`src/rtl/stopwatch_pkg.sv`:
```
// ============================================================================
// Module   : stopwatch_pkg
// Purpose  : Shared types, default constants and BCD helper for the stopwatch.
// Revision : 1.0 - initial release
// ============================================================================
`default_nettype none

package stopwatch_pkg;

  localparam int unsigned c_def_ticks_per_sec   = 100_000_000;
  localparam int unsigned c_def_debounce_cycles = 1_000_000;

  typedef enum logic [1:0] {
    ST_IDLE  = 2'd0,
    ST_RUN   = 2'd1,
    ST_PAUSE = 2'd2
  } state_e;

  typedef logic [3:0] bcd_t;

  typedef struct packed {
    bcd_t m_tens;
    bcd_t m_ones;
    bcd_t s_tens;
    bcd_t s_ones;
  } time_t;

  localparam time_t c_time_zero = '{m_tens: 4'd0, m_ones: 4'd0, s_tens: 4'd0, s_ones: 4'd0};
  localparam time_t c_time_max  = '{m_tens: 4'd5, m_ones: 4'd9, s_tens: 4'd5, s_ones: 4'd9};

  // Carry chain uses >= so an out-of-range digit can only ever fall back to 0.
  function automatic time_t time_inc(input time_t t);
    time_t r;
    r = t;
    if (t.s_ones < 4'd9) begin
      r.s_ones = t.s_ones + 4'd1;
    end else begin
      r.s_ones = 4'd0;
      if (t.s_tens < 4'd5) begin
        r.s_tens = t.s_tens + 4'd1;
      end else begin
        r.s_tens = 4'd0;
        if (t.m_ones < 4'd9) begin
          r.m_ones = t.m_ones + 4'd1;
        end else begin
          r.m_ones = 4'd0;
          if (t.m_tens < 4'd5) begin
            r.m_tens = t.m_tens + 4'd1;
          end else begin
            r.m_tens = 4'd0;
          end
        end
      end
    end
    return r;
  endfunction

endpackage

`default_nettype wire

```
`src/rtl/stopwatch_counter_debounce.sv`:
```
// ============================================================================
// Module   : button_debounce
// Purpose  : 2-FF synchronizer, counting debouncer and rising-edge press pulse.
// Revision : 1.0 - initial release
// ============================================================================
`default_nettype none

module button_debounce
  import stopwatch_pkg::*;
#(
  parameter int unsigned DEBOUNCE_CYCLES = c_def_debounce_cycles
) (
  input  logic clk,
  input  logic rst,
  input  logic btn_i,
  output logic press_o
);

  localparam int unsigned c_cnt_w = (DEBOUNCE_CYCLES > 1) ? $clog2(DEBOUNCE_CYCLES) : 1;
  localparam logic [c_cnt_w-1:0] c_cnt_last = c_cnt_w'(DEBOUNCE_CYCLES - 1);
  localparam logic [c_cnt_w-1:0] c_cnt_one  = c_cnt_w'(1);

  logic               sync1_q;
  logic               sync2_q;
  logic               level_q;
  logic               level_d;
  logic               press_q;
  logic               press_d;
  logic [c_cnt_w-1:0] cnt_q;
  logic [c_cnt_w-1:0] cnt_d;

  always_ff @(posedge clk) begin
    if (rst) begin
      sync1_q <= 1'b0;
      sync2_q <= 1'b0;
    end else begin
      sync1_q <= btn_i;
      sync2_q <= sync1_q;
    end
  end

  // cnt_q tracks how many consecutive samples have disagreed with the accepted level.
  always_comb begin
    cnt_d   = cnt_q;
    level_d = level_q;
    press_d = 1'b0;
    if (sync2_q == level_q) begin
      cnt_d = '0;
    end else if (cnt_q == c_cnt_last) begin
      cnt_d   = '0;
      level_d = sync2_q;
      press_d = sync2_q;
    end else begin
      cnt_d = cnt_q + c_cnt_one;
    end
  end

  always_ff @(posedge clk) begin
    if (rst) begin
      cnt_q   <= '0;
      level_q <= 1'b0;
      press_q <= 1'b0;
    end else begin
      cnt_q   <= cnt_d;
      level_q <= level_d;
      press_q <= press_d;
    end
  end

  assign press_o = press_q;

endmodule

`default_nettype wire

```
`src/rtl/stopwatch_counter.sv`:
```
// ============================================================================
// Module   : stopwatch_counter
// Purpose  : MM:SS stopwatch with start/stop, clear and optional lap hold
//            (lap hold present when STOPWATCH_LAP_EN is defined).
// Revision : 1.0 - initial release
// ============================================================================
`default_nettype none

module stopwatch_counter
  import stopwatch_pkg::*;
#(
  parameter int unsigned TICKS_PER_SEC   = c_def_ticks_per_sec,
  parameter int unsigned DEBOUNCE_CYCLES = c_def_debounce_cycles
) (
  input  logic       clk,
  input  logic       rst,
  input  logic       btn_start_stop,
  input  logic       btn_clear,
`ifdef STOPWATCH_LAP_EN
  input  logic       btn_lap,
`endif
  output logic [3:0] seconds_ones_counter,
  output logic [3:0] seconds_tens_counter,
  output logic [3:0] minutes_ones_counter,
  output logic [3:0] minutes_tens_counter,
  output logic       running,
  output logic       wrap
);

  localparam int unsigned c_pre_w = (TICKS_PER_SEC > 1) ? $clog2(TICKS_PER_SEC) : 1;
  localparam logic [c_pre_w-1:0] c_pre_last = c_pre_w'(TICKS_PER_SEC - 1);
  localparam logic [c_pre_w-1:0] c_pre_one  = c_pre_w'(1);

  logic               w_ss_press;
  logic               w_clr_press;
  logic               w_tick;
  state_e             state_q;
  state_e             state_d;
  logic [c_pre_w-1:0] pre_q;
  logic [c_pre_w-1:0] pre_d;
  time_t              dig_q;
  time_t              dig_d;
  logic               wrap_q;
  logic               wrap_d;
  time_t              w_disp;

  button_debounce #(.DEBOUNCE_CYCLES(DEBOUNCE_CYCLES)) u_db_start_stop (
    .clk     (clk),
    .rst     (rst),
    .btn_i   (btn_start_stop),
    .press_o (w_ss_press)
  );

  button_debounce #(.DEBOUNCE_CYCLES(DEBOUNCE_CYCLES)) u_db_clear (
    .clk     (clk),
    .rst     (rst),
    .btn_i   (btn_clear),
    .press_o (w_clr_press)
  );

  // Clear outranks start/stop wherever clear is honoured; RUN never sees clear.
  always_comb begin
    state_d = state_q;
    unique case (state_q)
      ST_IDLE: begin
        if (w_clr_press)     state_d = ST_IDLE;
        else if (w_ss_press) state_d = ST_RUN;
      end
      ST_RUN: begin
        if (w_ss_press)      state_d = ST_PAUSE;
      end
      ST_PAUSE: begin
        if (w_clr_press)     state_d = ST_IDLE;
        else if (w_ss_press) state_d = ST_RUN;
      end
      default: state_d = ST_IDLE;
    endcase
  end

  always_ff @(posedge clk) begin
    if (rst) state_q <= ST_IDLE;
    else     state_q <= state_d;
  end

  assign w_tick = (state_q == ST_RUN) && (pre_q == c_pre_last);

  // Prescaler only moves in RUN, so PAUSE keeps the sub-second phase.
  always_comb begin
    pre_d  = pre_q;
    dig_d  = dig_q;
    wrap_d = 1'b0;
    if (state_q == ST_RUN) begin
      if (w_tick) begin
        pre_d  = '0;
        dig_d  = time_inc(dig_q);
        wrap_d = (dig_q == c_time_max);
      end else begin
        pre_d = pre_q + c_pre_one;
      end
    end
    if (state_d == ST_IDLE) begin
      pre_d  = '0;
      dig_d  = c_time_zero;
      wrap_d = 1'b0;
    end
  end

  always_ff @(posedge clk) begin
    if (rst) begin
      pre_q  <= '0;
      dig_q  <= c_time_zero;
      wrap_q <= 1'b0;
    end else begin
      pre_q  <= pre_d;
      dig_q  <= dig_d;
      wrap_q <= wrap_d;
    end
  end

`ifdef STOPWATCH_LAP_EN
  logic  w_lap_press;
  logic  hold_q;
  logic  hold_d;
  time_t lap_q;
  time_t lap_d;

  button_debounce #(.DEBOUNCE_CYCLES(DEBOUNCE_CYCLES)) u_db_lap (
    .clk     (clk),
    .rst     (rst),
    .btn_i   (btn_lap),
    .press_o (w_lap_press)
  );

  always_comb begin
    hold_d = hold_q;
    lap_d  = lap_q;
    if ((state_q == ST_RUN) && w_lap_press) begin
      hold_d = ~hold_q;
      if (!hold_q) lap_d = dig_q;
    end
    if (state_d == ST_IDLE) hold_d = 1'b0;
  end

  always_ff @(posedge clk) begin
    if (rst) begin
      hold_q <= 1'b0;
      lap_q  <= c_time_zero;
    end else begin
      hold_q <= hold_d;
      lap_q  <= lap_d;
    end
  end

  assign w_disp = hold_q ? lap_q : dig_q;
`else
  assign w_disp = dig_q;
`endif

  assign seconds_ones_counter = w_disp.s_ones;
  assign seconds_tens_counter = w_disp.s_tens;
  assign minutes_ones_counter = w_disp.m_ones;
  assign minutes_tens_counter = w_disp.m_tens;
  assign running              = (state_q == ST_RUN);
  assign wrap                 = wrap_q;

endmodule

`default_nettype wire

```
`config.mk`:
```
export PLATFORM = sky130hd
export DESIGN_NAME = stopwatch_counter
export DESIGN_NICKNAME = d
export VERILOG_FILES = /design/src/rtl/stopwatch_pkg.sv /design/src/rtl/stopwatch_counter_debounce.sv /design/src/rtl/stopwatch_counter.sv
export SDC_FILE = /design/constraint.sdc
export NUM_CORES = 1
export LEC_CHECK = 0
export BUFFER_PORTS_ARGS = -buffer_cell sky130_fd_sc_hd__buf_4
export CAP_MARGIN = 20
export CORE_UTILIZATION = 55
export DETAILED_ROUTE_END_ITERATION = 16
export GPL_ROUTABILITY_DRIVEN = 1
export PLACE_DENSITY_LB_ADDON = 0.25
export SYNTH_ARGS = -nofsm -noshare
export SYNTH_HDL_FRONTEND = slang
export SYNTH_SLANG_ARGS = --single-unit
```
`constraint.sdc`:
```
create_clock -name clk -period 3.3 [get_ports clk]
set_input_delay 0.66 -clock clk [delete_from_list [all_inputs] [get_ports clk]]
set_output_delay 0.66 -clock clk [all_outputs]
set_load 0.05 [all_outputs]
```
# Word level (Yosys, flattened, before mapping)
# Index checks and enable logic that the tools add are counted.
dict set report word_totals {
  reg_bits 94
  latch_bits 0
  ramBits 0
  rom_bits 0
  input_bits 4
  output_inout_bits 18
  word_cells 70
  memories 0
}
dict set report classes {
  n_addsub 7
  mul 0
  div 0
  n_lt_le_gt_ge 4
  eq_ne 8
  shift 0
  n_mux 9
  bitwise_logic 9
  reduce_logical 16
}
# op count
set ops {}
lappend ops {{20-bit by 1-bit adder with 20-bit output (second input constant)} 2}
lappend ops {{20-bit == test (second input constant)} 2}
lappend ops {{27-bit by 1-bit adder with 27-bit output (second input constant)} 1}
lappend ops {{27-bit == test (second input constant)} 1}
lappend ops {{27-bit 2-to-1 mux} 1}
lappend ops {{4-bit by 1-bit adder with 4-bit output (second input constant)} 4}
lappend ops {{16-bit by 15-bit == test with 1-bit output (second input constant)} 1}
lappend ops {{4-bit 2-to-1 mux} 4}
lappend ops {{3-bit OR reduction} 4}
lappend ops {{1-bit NOT} 9}
lappend ops {{4-bit by 3-bit less-than comparator with 1-bit output (second input constant)} 2}
lappend ops {{4-bit less-than comparator (second input constant)} 2}
lappend ops {{2-bit 2-to-1 mux} 3}
lappend ops {{2-bit AND reduction} 3}
lappend ops {{5-bit AND reduction} 1}
lappend ops {{2-bit logical NOT} 2}
lappend ops {{2-bit one-hot mux with 2 select lines} 1}
lappend ops {{4-bit AND reduction} 1}
lappend ops {{2-bit OR reduction} 2}
lappend ops {{4-bit OR reduction} 1}
lappend ops {{3-bit AND reduction} 1}
lappend ops {{1-bit == test} 2}
lappend ops {{2-bit by 1-bit == test with 1-bit output (second input constant)} 1}
lappend ops {{2-bit == test (second input constant)} 1}
lappend ops {{1-bit logical AND} 1}

# Longest topological paths before layout
# Gate-level depths: netlist of the first run.
dict set report depth {
  depth_word 5
  depth_mapped 8
  depth_no_buf 7
}

# Modules after synthesis
# From an unflattened synthesis of the first run, not the netlist that was laid out.
dict set report hier_totals {
  cells_unflattened 525
  hier_area_um2 4724.5
}
# module n_inst cells_each area_per_inst_um2 seq_area_each_um2
set by_module_without_submodules {}
lappend by_module_without_submodules {stopwatch_counter 1 279 2565.0 920.9}
lappend by_module_without_submodules {button_debounce 2 123 1079.8 480.5}

# Worst setup path before layout of the first run
# No wires, ideal clock.
dict set report synth_path {
  path_type {reg-to-reg}
  start {register dig_q, in the netlist seconds_ones_counter[0]}
  end {register dig_q, in the netlist minutes_tens_counter[2]}
  setup_ps 117
  arrival_time_ps 2395
  required_ps 3183
  path_slack_ps 788
  stages_incl_launch_ff 8
  path_buffers 0
  synth_period_minus_slack_ps 2512
  cell_sequence {dfxtp_1 > inv_1 > ha_1 > nand2b_1 > nand2_1 > nor4_4 > or4b_2 > o2bb2ai_1}
}
dict set report synth_via {
  elab_chain_cells 3
}
# item line_no
set synth_rtl {}
lappend synth_rtl {{from (decl)} stopwatch_counter.sv:41} ;# time_t dig_q;
lappend synth_rtl {{from (signal assigned)} stopwatch_counter.sv:111} ;# dig_q <= c_time_zero;
lappend synth_rtl {{from (signal assigned)} stopwatch_counter.sv:115} ;# dig_q <= dig_d;
lappend synth_rtl {{4-bit less-than comparator} stopwatch_pkg.sv:35} ;# if (t.s_ones < 4'd9) begin
lappend synth_rtl {{1-bit NOT (no source line)} --}
lappend synth_rtl {{5-bit AND reduction (no source line)} --}
# No other way between the ends.
# A chain may end at the register's enable or synchronous reset.

# Worst setup path after layout of the first run
dict set report layout_path {
  start {register state_q[0]}
  end {register pre_q[11]}
}
dict set report layout_via {
  elab_chain_cells 5
  word_cells_on_any_way 12
  classes_between {eq/ne: 2; mux: 5; reduce/logical: 5}
}
# item line_no
set layout_rtl {}
lappend layout_rtl {{from (decl)} stopwatch_counter.sv:37} ;# state_e state_q;
lappend layout_rtl {{from (signal assigned)} stopwatch_counter.sv:82} ;# else state_q <= state_d;
lappend layout_rtl {{2-bit == test, or another cell as far along} stopwatch_counter.sv:64} ;# unique case (state_q)
lappend layout_rtl {{2-bit OR reduction (no source line) or 2-bit 2-to-1 mux (tied branches)} --}
lappend layout_rtl {{2-bit one-hot mux with 2 select lines} stopwatch_counter.sv:64}
lappend layout_rtl {{2-bit logical NOT} stopwatch_counter.sv:101} ;# if (state_d == ST_IDLE) begin
lappend layout_rtl {{2-bit OR reduction (no source line)} --}
lappend layout_rtl {{to (signal assigned)} stopwatch_counter.sv:114} ;# pre_q <= pre_d;
lappend layout_rtl {{to (decl)} stopwatch_counter.sv:39} ;# logic [c_pre_w-1:0] pre_q;
# Several ways; a longest one is shown, not always the timed one.

==> results of run 1 <==
-- worst max-delay path, delay by kind of cell, from the launching register on --
family        cells  cell delay (ps)
simple gates      5             1540
flops             1              420
buf+inv           2              360
-- layer usage --
metal | vias to the layer above | track usage (%) | part of all wire [%]
met5 | - | 0 | 0
met4 | 0 | 10.7 | 2.5
met3 | 14 | 3.02 | 2.7
met2 | 45 | 35.4 | 47
met1 | 1574 | 24.6 | 47
li1 | 1764 | - | -
-- metrics by stage --
stage               setup slack [ps]  hold slack [ps]  area (sq um)  power (uW)
finish                           830              440          4790        1890
global route                     605              465          4790        1960
CTS                              828              444          4790        1900
detailed placement               838              424          4600        1180
global placement                 936              416          4600        1180
floorplan                        788              414          4370        1170
-- registers in the layout (all words and copies together) (netlist names), 2 cells and up --
name                   cells
minutes_ones_counter       4
minutes_tens_counter       4
pre_q                     27
seconds_ones_counter       4
seconds_tens_counter       4
state_q                    2
u_db_clear.cnt_q          20
u_db_start_stop.cnt_q     20
-- cells in the mapped netlist (2+ instances only) --
library cell / count / area share (%)
nor3_1: 19 / 2.2
dfxtp_1: 94 / 43
nand2_1: 39 / 3.3
xnor2_1: 41 / 8.2
xor2_1: 22 / 4.4
ha_1: 15 / 4.3
a21oi_1: 11 / 1.3
clkbuf_1: 12 / 1.0
and4_1: 7 / 1.4
o21ai_0: 3 / 0.34
buf_6: 2 / 0.51
or4_1: 2 / 0.34
inv_1: 15 / 1.3
nor2_1: 93 / 8.0
nand4_1: 17 / 2.4
nor4b_1: 4 / 0.80
nor3b_1: 4 / 0.69
or3_1: 3 / 0.43
and3b_1: 2 / 0.40
nand4b_1: 2 / 0.40
nor4_1: 12 / 1.7
a31oi_1: 4 / 0.57
and3_1: 10 / 1.4
nor2b_1: 8 / 1.1
mux2i_1: 7 / 1.6
nand3_1: 32 / 3.7
and2_1: 4 / 0.57
nand2b_1: 5 / 0.72
-- report_power, final --
group,switching (uW),total (uW),leakage (uW),internal [uW]
sequential,1.86,1140,0.000758,1140
clock,400,738,0.0000950,337
combinational,7.11,12.5,0.000710,5.36
total,409,1890,0.00156,1480
-- worst paths after layout --
path                            slack (ps)  cells after the start                           from                       endpoint
worst max register to register         830                      7          state_q[0]$_SDFF_PP0_         pre_q[11]$_SDFFE_PP0P_
worst max-delay path                   830                      7          state_q[0]$_SDFF_PP0_         pre_q[11]$_SDFFE_PP0P_
worst min-delay path                   440                      1  u_db_clear.sync1_q$_SDFF_PP0_  u_db_clear.sync2_q$_SDFF_PP0_
worst min register to register         440                      1  u_db_clear.sync1_q$_SDFF_PP0_  u_db_clear.sync2_q$_SDFF_PP0_
-- kinds of logic (layout without fill, tap and decap cells) --
group	after synthesis	in the layout	synth area share (%)
and+or+nand+nor	270	270	32.0
adders and majority gates	15	15	4.29
AOI/OAI and AO/OA	25	25	3.58
muxes	7	7	1.60
xor gates and xnor gates	63	63	12.6
DFF	94	94	43.0
buffers and inverters	30	54	2.92
-- cell type report --
cell class              instances  area share (%)
multi-input cells             380            49.3
flip-flops and latches         94            39.3
clock buffers                  12            3.45
repair buffers                 22            3.45
well taps                     102            2.66
inverters                      16            1.25
clock inverters                 4           0.600
==> impl_metrics.ini, run 1 <==
[clock_tree]
clock-sinks = 94
path_clk_slew_ps = 90
hold_buffers = 0
cts_buffer_depth = 2
cts_made_buffers = 9
cts_resized = 0
root_buffer = clkbuf_8
post_cts_buffers = 0
tritoncts = yes
clock_latency_ps = 360
htreeDepth = 3

[sta]
clock_skew_ps = 14.0
fin_tns_setup_ps = 0
drv_slew = 0
fin_crit_sh_pct = 74.9
rsz0062_at_grt = no
setup-violations-final = 0
slew_headroom_pct = 33.2
period_needed_ps = 2470
fmaxAchievable_mhz = 405
finalHoldViolCount = 0
worst_pin_slew_ps = 999

[placed_design]
gp_congestion = 0.804
dp_hpwl_um = 5580
numPortBuffers = 21
dp.cells = 614

[finish]
diodes = 0
most-common-layout-cells = dfxtp_1 (94), nor2_1 (93), xnor2_1 (41), nand2_1 (39), nand3_1 (32)
area.growth.synth_to_final_pct = 9.58
final_cells = 630
nFillCells = 679
drive_gt1_share_pct = 8.71
multi_input_area_sq_um = 2360
nNetsFinal = 542
final_common_cell = dfxtp_1
fin_util_pct = 62.0
register_area_sq_um = 1880

[global_routing]
grt_use_total_pct = 20.5
grt_pass1_vias = 3254
antenna_found_initial = 0
overflow = 0
grt_max_degree = 26
grt_pass1_wl_um = 13900

[floorplan]
ios = 22
core-area_sq_um = 7730
die_y_um = 91.2
die_area_sq_um = 8310
fp.dieW_um = 91.2
fp-row-count = 32
initial_core_util_pct = 56.6

[drt]
via_per_inst = 5.39
routed_wl_um = 7930
drt-pass1-iter-count = 5
vias = 3397
first_iter_violations = 117
drc_errors = 0
post_drt_wl_per_cell_um = 12.6
antenna_left = 0

[worst_setup_path]
worstPathMaxFanout = 25
cp.required_ps = 3510
startpoint_type = flip-flop
worstSetupEndpointType = flip-flop
cpMaxStageDelayCell = nand2_1
cp_slowest_stage_delay_ps = 660
crit_type = reg -> reg
crit_chain = nand2b_1, inv_2, nand4_1, buf_4, or3_1, nand2_1, nor2_1
arrival_ps = 2680

[worst_hold_path]
hold_class = reg -> reg

[synthesis]
synth_edf_count = 0
ys_seq_area_share_pct = 43.0
synthFlopType = dfxtp_1
syn_nets = 523
yosys_warnings = 0
postSynthCellCount = 504
syn_area_per_cell_sq_um = 8.68
async_flop_share_pct = 0
synth_area_sq_um = 4370
ys_types = 43
ys_ff_latch = 94

[pwr]
power.density_nw_per_um2 = 394
ir_worst_vdd_mv = 0.266
power.leakage_uw = 0.00156

[run]
drv_cap = 0

[outcome]
status = complete, no violations
(Power assumes the default switching activity.)
==> run 2: changes to the inputs <==
==> constraint.sdc (replaced) <==
create_clock -name clk -period 2.1 [get_ports clk]
set_input_delay 0.42 -clock clk [delete_from_list [all_inputs] [get_ports clk]]
set_output_delay 0.42 -clock clk [all_outputs]
set_load 0.05 [all_outputs]
==> run 2 against run 1 <==
Net effect:
- die area unchanged
- global-route usage grew 0.74 points
- sequential power increased by 57%
- wire length increased by 4.3%
- clock-buffer cell count is 3 lower
- clock power grew 46%
- power up 53%
- setup slack lost 730 ps
- non-clock buffer count rose by 24
- critical path depth down 2
- largest cell class unchanged
- highest routed layer unchanged
==> impl_metrics.ini, run 2 (synthesis gave the netlist of run 1 again) <==
[pwr]
p_clk_share_pct = 37.3
ir_worst_vdd_mv = 0.465
internal_power_uw = 2230
switching_power_uw = 658
seq_power_share_pct = 61.9
p_sw_share_pct = 22.8
power_frac_comb_pct = 0.8
power.leakage_uw = 0.00169
power.density_nw_per_um2 = 574

[finish]
most-common-layout-cells = nor2_1 (93), dfxtp_1 (87), buf_4 (44), xnor2_1 (41), nand2_1 (39)
largest_reg_flops = 27
regMostFlops = pre_q
top_regs = pre_q: 27 flops, u_db_clear.cnt_q: 20 flops, u_db_start_stop.cnt_q: 20 flops
final_common_cell = nor2_1
nFillCells = 645
area.growth.synth_to_final_pct = 14.8
nNetsFinal = 566
fin_util_pct = 65.0
drive_gt1_share_pct = 14.3
diodes = 0

[drt]
routed_wl_um = 8270
post_drt_wl_per_cell_um = 12.7
antenna_left = 0
drc_errors = 0
first_iter_violations = 124
via_per_inst = 5.39
drt-pass1-iter-count = 4
vias = 3522

[worst_setup_path]
worstSetupEndpointType = flip-flop
cp.required_ps = 2360
reg2reg_slack_ps = 100
arrival_ps = 2260
worstPathMaxFanout = 4
crit_type = reg -> reg
startpoint_type = flip-flop

[worst_hold_path]
hold_class = in -> reg

[placed_design]
numPortBuffers = 21
dp_hpwl_um = 5710
gp_congestion = 0.804

[global_routing]
antenna_found_initial = 0
grt_max_degree = 26
grt_pass1_wl_um = 14500
grt_pass1_vias = 3307
overflow = 0
grt_use_total_pct = 21.2

[floorplan]
die_area_sq_um = 8310
fp-row-count = 32
initial_core_util_pct = 56.6
fp.dieW_um = 91.2
ios = 22
die_y_um = 91.2
core-area_sq_um = 7730

[clock_tree]
path_clk_slew_ps = 90
htreeDepth = 3
hold_buffers = 0
cts_made_buffers = 9
cts_buffer_depth = 2
root_buffer = clkbuf_8
clock_latency_ps = 360
clock-sinks = 94
tritoncts = yes

[sta]
hold_ws_ps = 265
period_needed_ps = 2000
slew_headroom_pct = 69.7
finalHoldViolCount = 0
drv_slew = 0
fmaxAchievable_mhz = 501
clock_skew_ps = 12.0
fin_crit_sh_pct = 95.0
setup-violations-final = 0
worst_pin_slew_ps = 452

[outcome]
status = complete, no violations

[run]
drv_cap = 0
[run 2: changes by cell type in the layout (fill, tap and decap cells not counted), sizes merged]
cell	change
buf	+24
clkbuf	-3
inv	+1
clkinv	+1
[run 2: worst paths after layout]
| check | from | end | cells past startpoint |
|---|---|---|---|
| worst max-delay path | pre_q[8]$_SDFFE_PP0P_ | minutes_ones_counter[3]$_SDFFE_PP0P_ | 5 |
| worst min-delay path | btn_clear | u_db_clear.sync1_q$_SDFF_PP0_ | 2 |
| worst max register to register | pre_q[8]$_SDFFE_PP0P_ | minutes_ones_counter[3]$_SDFFE_PP0P_ | 5 |
| worst min register to register | u_db_start_stop.sync1_q$_SDFF_PP0_ | u_db_start_stop.sync2_q$_SDFF_PP0_ | 1 |
[run 2: what timing repair did]
action	CTS	global route
gates resized for setup	0	3
buffers inserted	0	1
endpoints found under the setup margin	0	21
[run 2: stage by stage]
step           instance area, sq um  setup WS (ps)  power, uW  cells  TNS [ps]
4_1_cts                        4990           54.3       2910    652         0
3_5_place_dp                   4820           44.8       1850    637         0
6_report                       5020            105       2880    653         0
5_1_grt                        5020          -2.45       2970    653     -2.45
3_3_place_gp                   4820            128       1850    637         0
2_1_floorplan                  4400           8.14       1840    504         0
[run 2: cell type report]
class | count | area, sq um | share of cell area (%)
clock buffers | 9 | 124 | 2.47
clock inverters | 6 | 46.3 | 0.922
inverters | 16 | 65.1 | 1.30
multi-input cells | 380 | 2390 | 47.6
flip-flops and latches | 94 | 1900 | 37.8
well taps | 102 | 128 | 2.54
repair buffers | 46 | 370 | 7.38
[run 2: critical path, stage by stage, from the launching register on]
cell and delay [ps]:
dfxtp_1 360, nor4b_4 310, nand3_1 170, or3_1 370, or4_4 510, and3_1 180
[run 2: power by group through the flow]
stage	registers, uW	clock network [uW]	logic, uW
4_1_cts	1790	1100	23.1
3_5_place_dp	1830	0	23.0
5_1_grt	1790	1160	25.2
6_report	1790	1080	22.5
3_3_place_gp	1830	0	22.6
2_1_floorplan	1830	0	13.3
[run 2: per-layer routing]
metal | vias up | GRT usage (%) | wire [um] | share of wire, %
li1 | 1818 | - | - | -
met1 | 1625 | 26.4 | 3980 | 48
met2 | 64 | 36.9 | 3930 | 48
met3 | 15 | 3.10 | 220 | 2.7
met4 | 0 | 8.20 | 131 | 1.6
met5 | - | 0 | 0 | 0
==> run 3: changes to the inputs <==
--- a/config.mk
+++ b/config.mk
@@ -7,6 +7,7 @@
 export LEC_CHECK = 0
 export BUFFER_PORTS_ARGS = -buffer_cell sky130_fd_sc_hd__buf_4
 export CAP_MARGIN = 20
+export CORE_MARGIN = 4
 export CORE_UTILIZATION = 55
 export DETAILED_ROUTE_END_ITERATION = 16
 export GPL_ROUTABILITY_DRIVEN = 1
==> constraint.sdc (replaced) <==
create_clock -name clk -period 2.5 [get_ports clk]
set_input_delay 0.5 -clock clk [delete_from_list [all_inputs] [get_ports clk]]
set_output_delay 0.5 -clock clk [all_outputs]
set_load 0.05 [all_outputs]
==> run 3 against run 2 <==
Net effect:
- final area fell by 2.8%
- power decreased by 12%
- sequential power shrank 16%
- first-iteration DRC count shrank 27%
- critical path depth unchanged
- sequential share of layout area up 0.85 points
- cell count is 2.0% lower
==> impl_metrics.ini, run 3 (synthesis gave the netlist of run 1 again) <==
[outcome]
status = complete, no violations

[run]
drv_cap = 0

[clock_tree]
root_buffer = clkbuf_8
cts_made_buffers = 9
tritoncts = yes
clock_latency_ps = 350
cts_resized = 0
clock-sinks = 94
cts_buffer_depth = 2
hold_buffers = 0
post_cts_buffers = 0
path_clk_slew_ps = 90
htreeDepth = 3

[worst_hold_path]
hold_class = in -> reg

[sta]
worst_pin_slew_ps = 484
slew_headroom_pct = 67.6
fin_crit_sh_pct = 88.1
period_needed_ps = 2200
fin_tns_setup_ps = 0
hold_ws_ps = 364
setup-violations-final = 0
finalHoldViolCount = 0
drv_slew = 0
clock_skew_ps = 8.74
fmaxAchievable_mhz = 454
rsz0062_at_grt = no

[finish]
nFillCells = 671
top_regs = pre_q: 27 flops, u_db_clear.cnt_q: 20 flops, u_db_start_stop.cnt_q: 20 flops
diodes = 0
largest_reg_flops = 27
multi_input_area_sq_um = 2360
regMostFlops = pre_q
drive_gt1_share_pct = 10.2
most-common-layout-cells = nor2_1 (93), dfxtp_1 (93), xnor2_1 (41), nand2_1 (39)
register_area_sq_um = 1880
area.growth.synth_to_final_pct = 11.5
nNetsFinal = 552

[worst_setup_path]
cp_slowest_stage_delay_ps = 510
crit_family = simple AND/OR/NAND/NOR gates
arrival_ps = 2450
crit_type = reg -> reg
crit_buf_inv = 0
crit_chain = and4_1, nand4_4, or3_1, or4_4, and3_1
worstSetupEndpointType = flip-flop
cp.required_ps = 2750
cpMaxStageDelayCell = or4_4
worstPathMaxFanout = 6
startpoint_type = flip-flop

[floorplan]
initial_core_util_pct = 56.6
fp-row-count = 32
ios = 22
die_area_sq_um = 9440
fp.dieW_um = 97.2
die_y_um = 97.2
core-area_sq_um = 7730

[global_routing]
grt_pass1_wl_um = 14700
grt_use_total_pct = 18.1
grt_max_degree = 26
overflow = 0
grt_pass1_vias = 3402
antenna_found_initial = 0

[drt]
first_iter_violations = 90
post_drt_wl_per_cell_um = 12.8
antenna_left = 0
routed_wl_um = 8210
drt-pass1-iter-count = 4
via_per_inst = 5.41
drc_errors = 0
vias = 3465

[placed_design]
gp_congestion = 0.824
dp_hpwl_um = 5840
numPortBuffers = 21

[pwr]
power.leakage_uw = 0.00161
power.density_nw_per_um2 = 519
ir_worst_vdd_mv = 0.334
finalPower_uw = 2530
-- run 3: changes by cell type in the layout (fill, tap and decap cells not counted), moves of 2 or more --
cell | previous run | this run
buf_4 | 44 | 32
dfxtp_1 | 87 | 93
dfxtp_2 | 5 | 1
inv_6 | 3 | 0
buf_12 | 2 | 0
clkbuf_1 | 0 | 2
clkbuf_8 | 9 | 11
dfxtp_4 | 2 | 0
-- run 3: per-stage QoR --
stage                     instance area [sq um]  util (%)  instances  worst slack (ps)
after floorplan                            4380         -        504              23.4
after global placement                     4680      60.5        624               345
after detailed placement                   4680      60.5        624               330
after CTS                                  4880      63.1        640               302
after global routing                       4880      63.1        640               166
final                                      4880      63.1        640               297
-- run 3: area by class of cell --
cell class              count  share of cell area [%]
multi-input cells         380                    48.5
flip-flops and latches     94                    38.6
repair buffers             32                    4.93
clock buffers              13                    3.26
well taps                 102                    2.62
inverters                  16                    1.23
clock inverters             3                   0.872
-- run 3: path summary, 6_finish.rpt --
kind | slack [ps] | cells after the start | to | start
max | 300 | 5 | minutes_ones_counter[3]$_SDFFE_PP0P_ | pre_q[13]$_SDFFE_PP0P_
min reg2reg | 440 | 1 | u_db_start_stop.sync2_q$_SDFF_PP0_ | u_db_start_stop.sync1_q$_SDFF_PP0_
min | 360 | 2 | u_db_start_stop.sync1_q$_SDFF_PP0_ | btn_start_stop
max reg2reg | 300 | 5 | minutes_ones_counter[3]$_SDFFE_PP0P_ | pre_q[13]$_SDFFE_PP0P_
-- run 3: per-layer routing --
layer  GRT usage [%]  routed length, um  vias to the layer above
met5               0                  0                        -
met4            6.26                 46                        0
met3            3.02                256                        4
met2            30.5               4000                       53
met1            23.3               3910                     1629
li1                -                  -                     1779
-- run 3: power breakdown --
group / internal (uW) / switching [uW]
combinational: 8.63 / 9.90
sequential: 1500 / 2.66
clock: 517 / 493
total: 2020 / 506
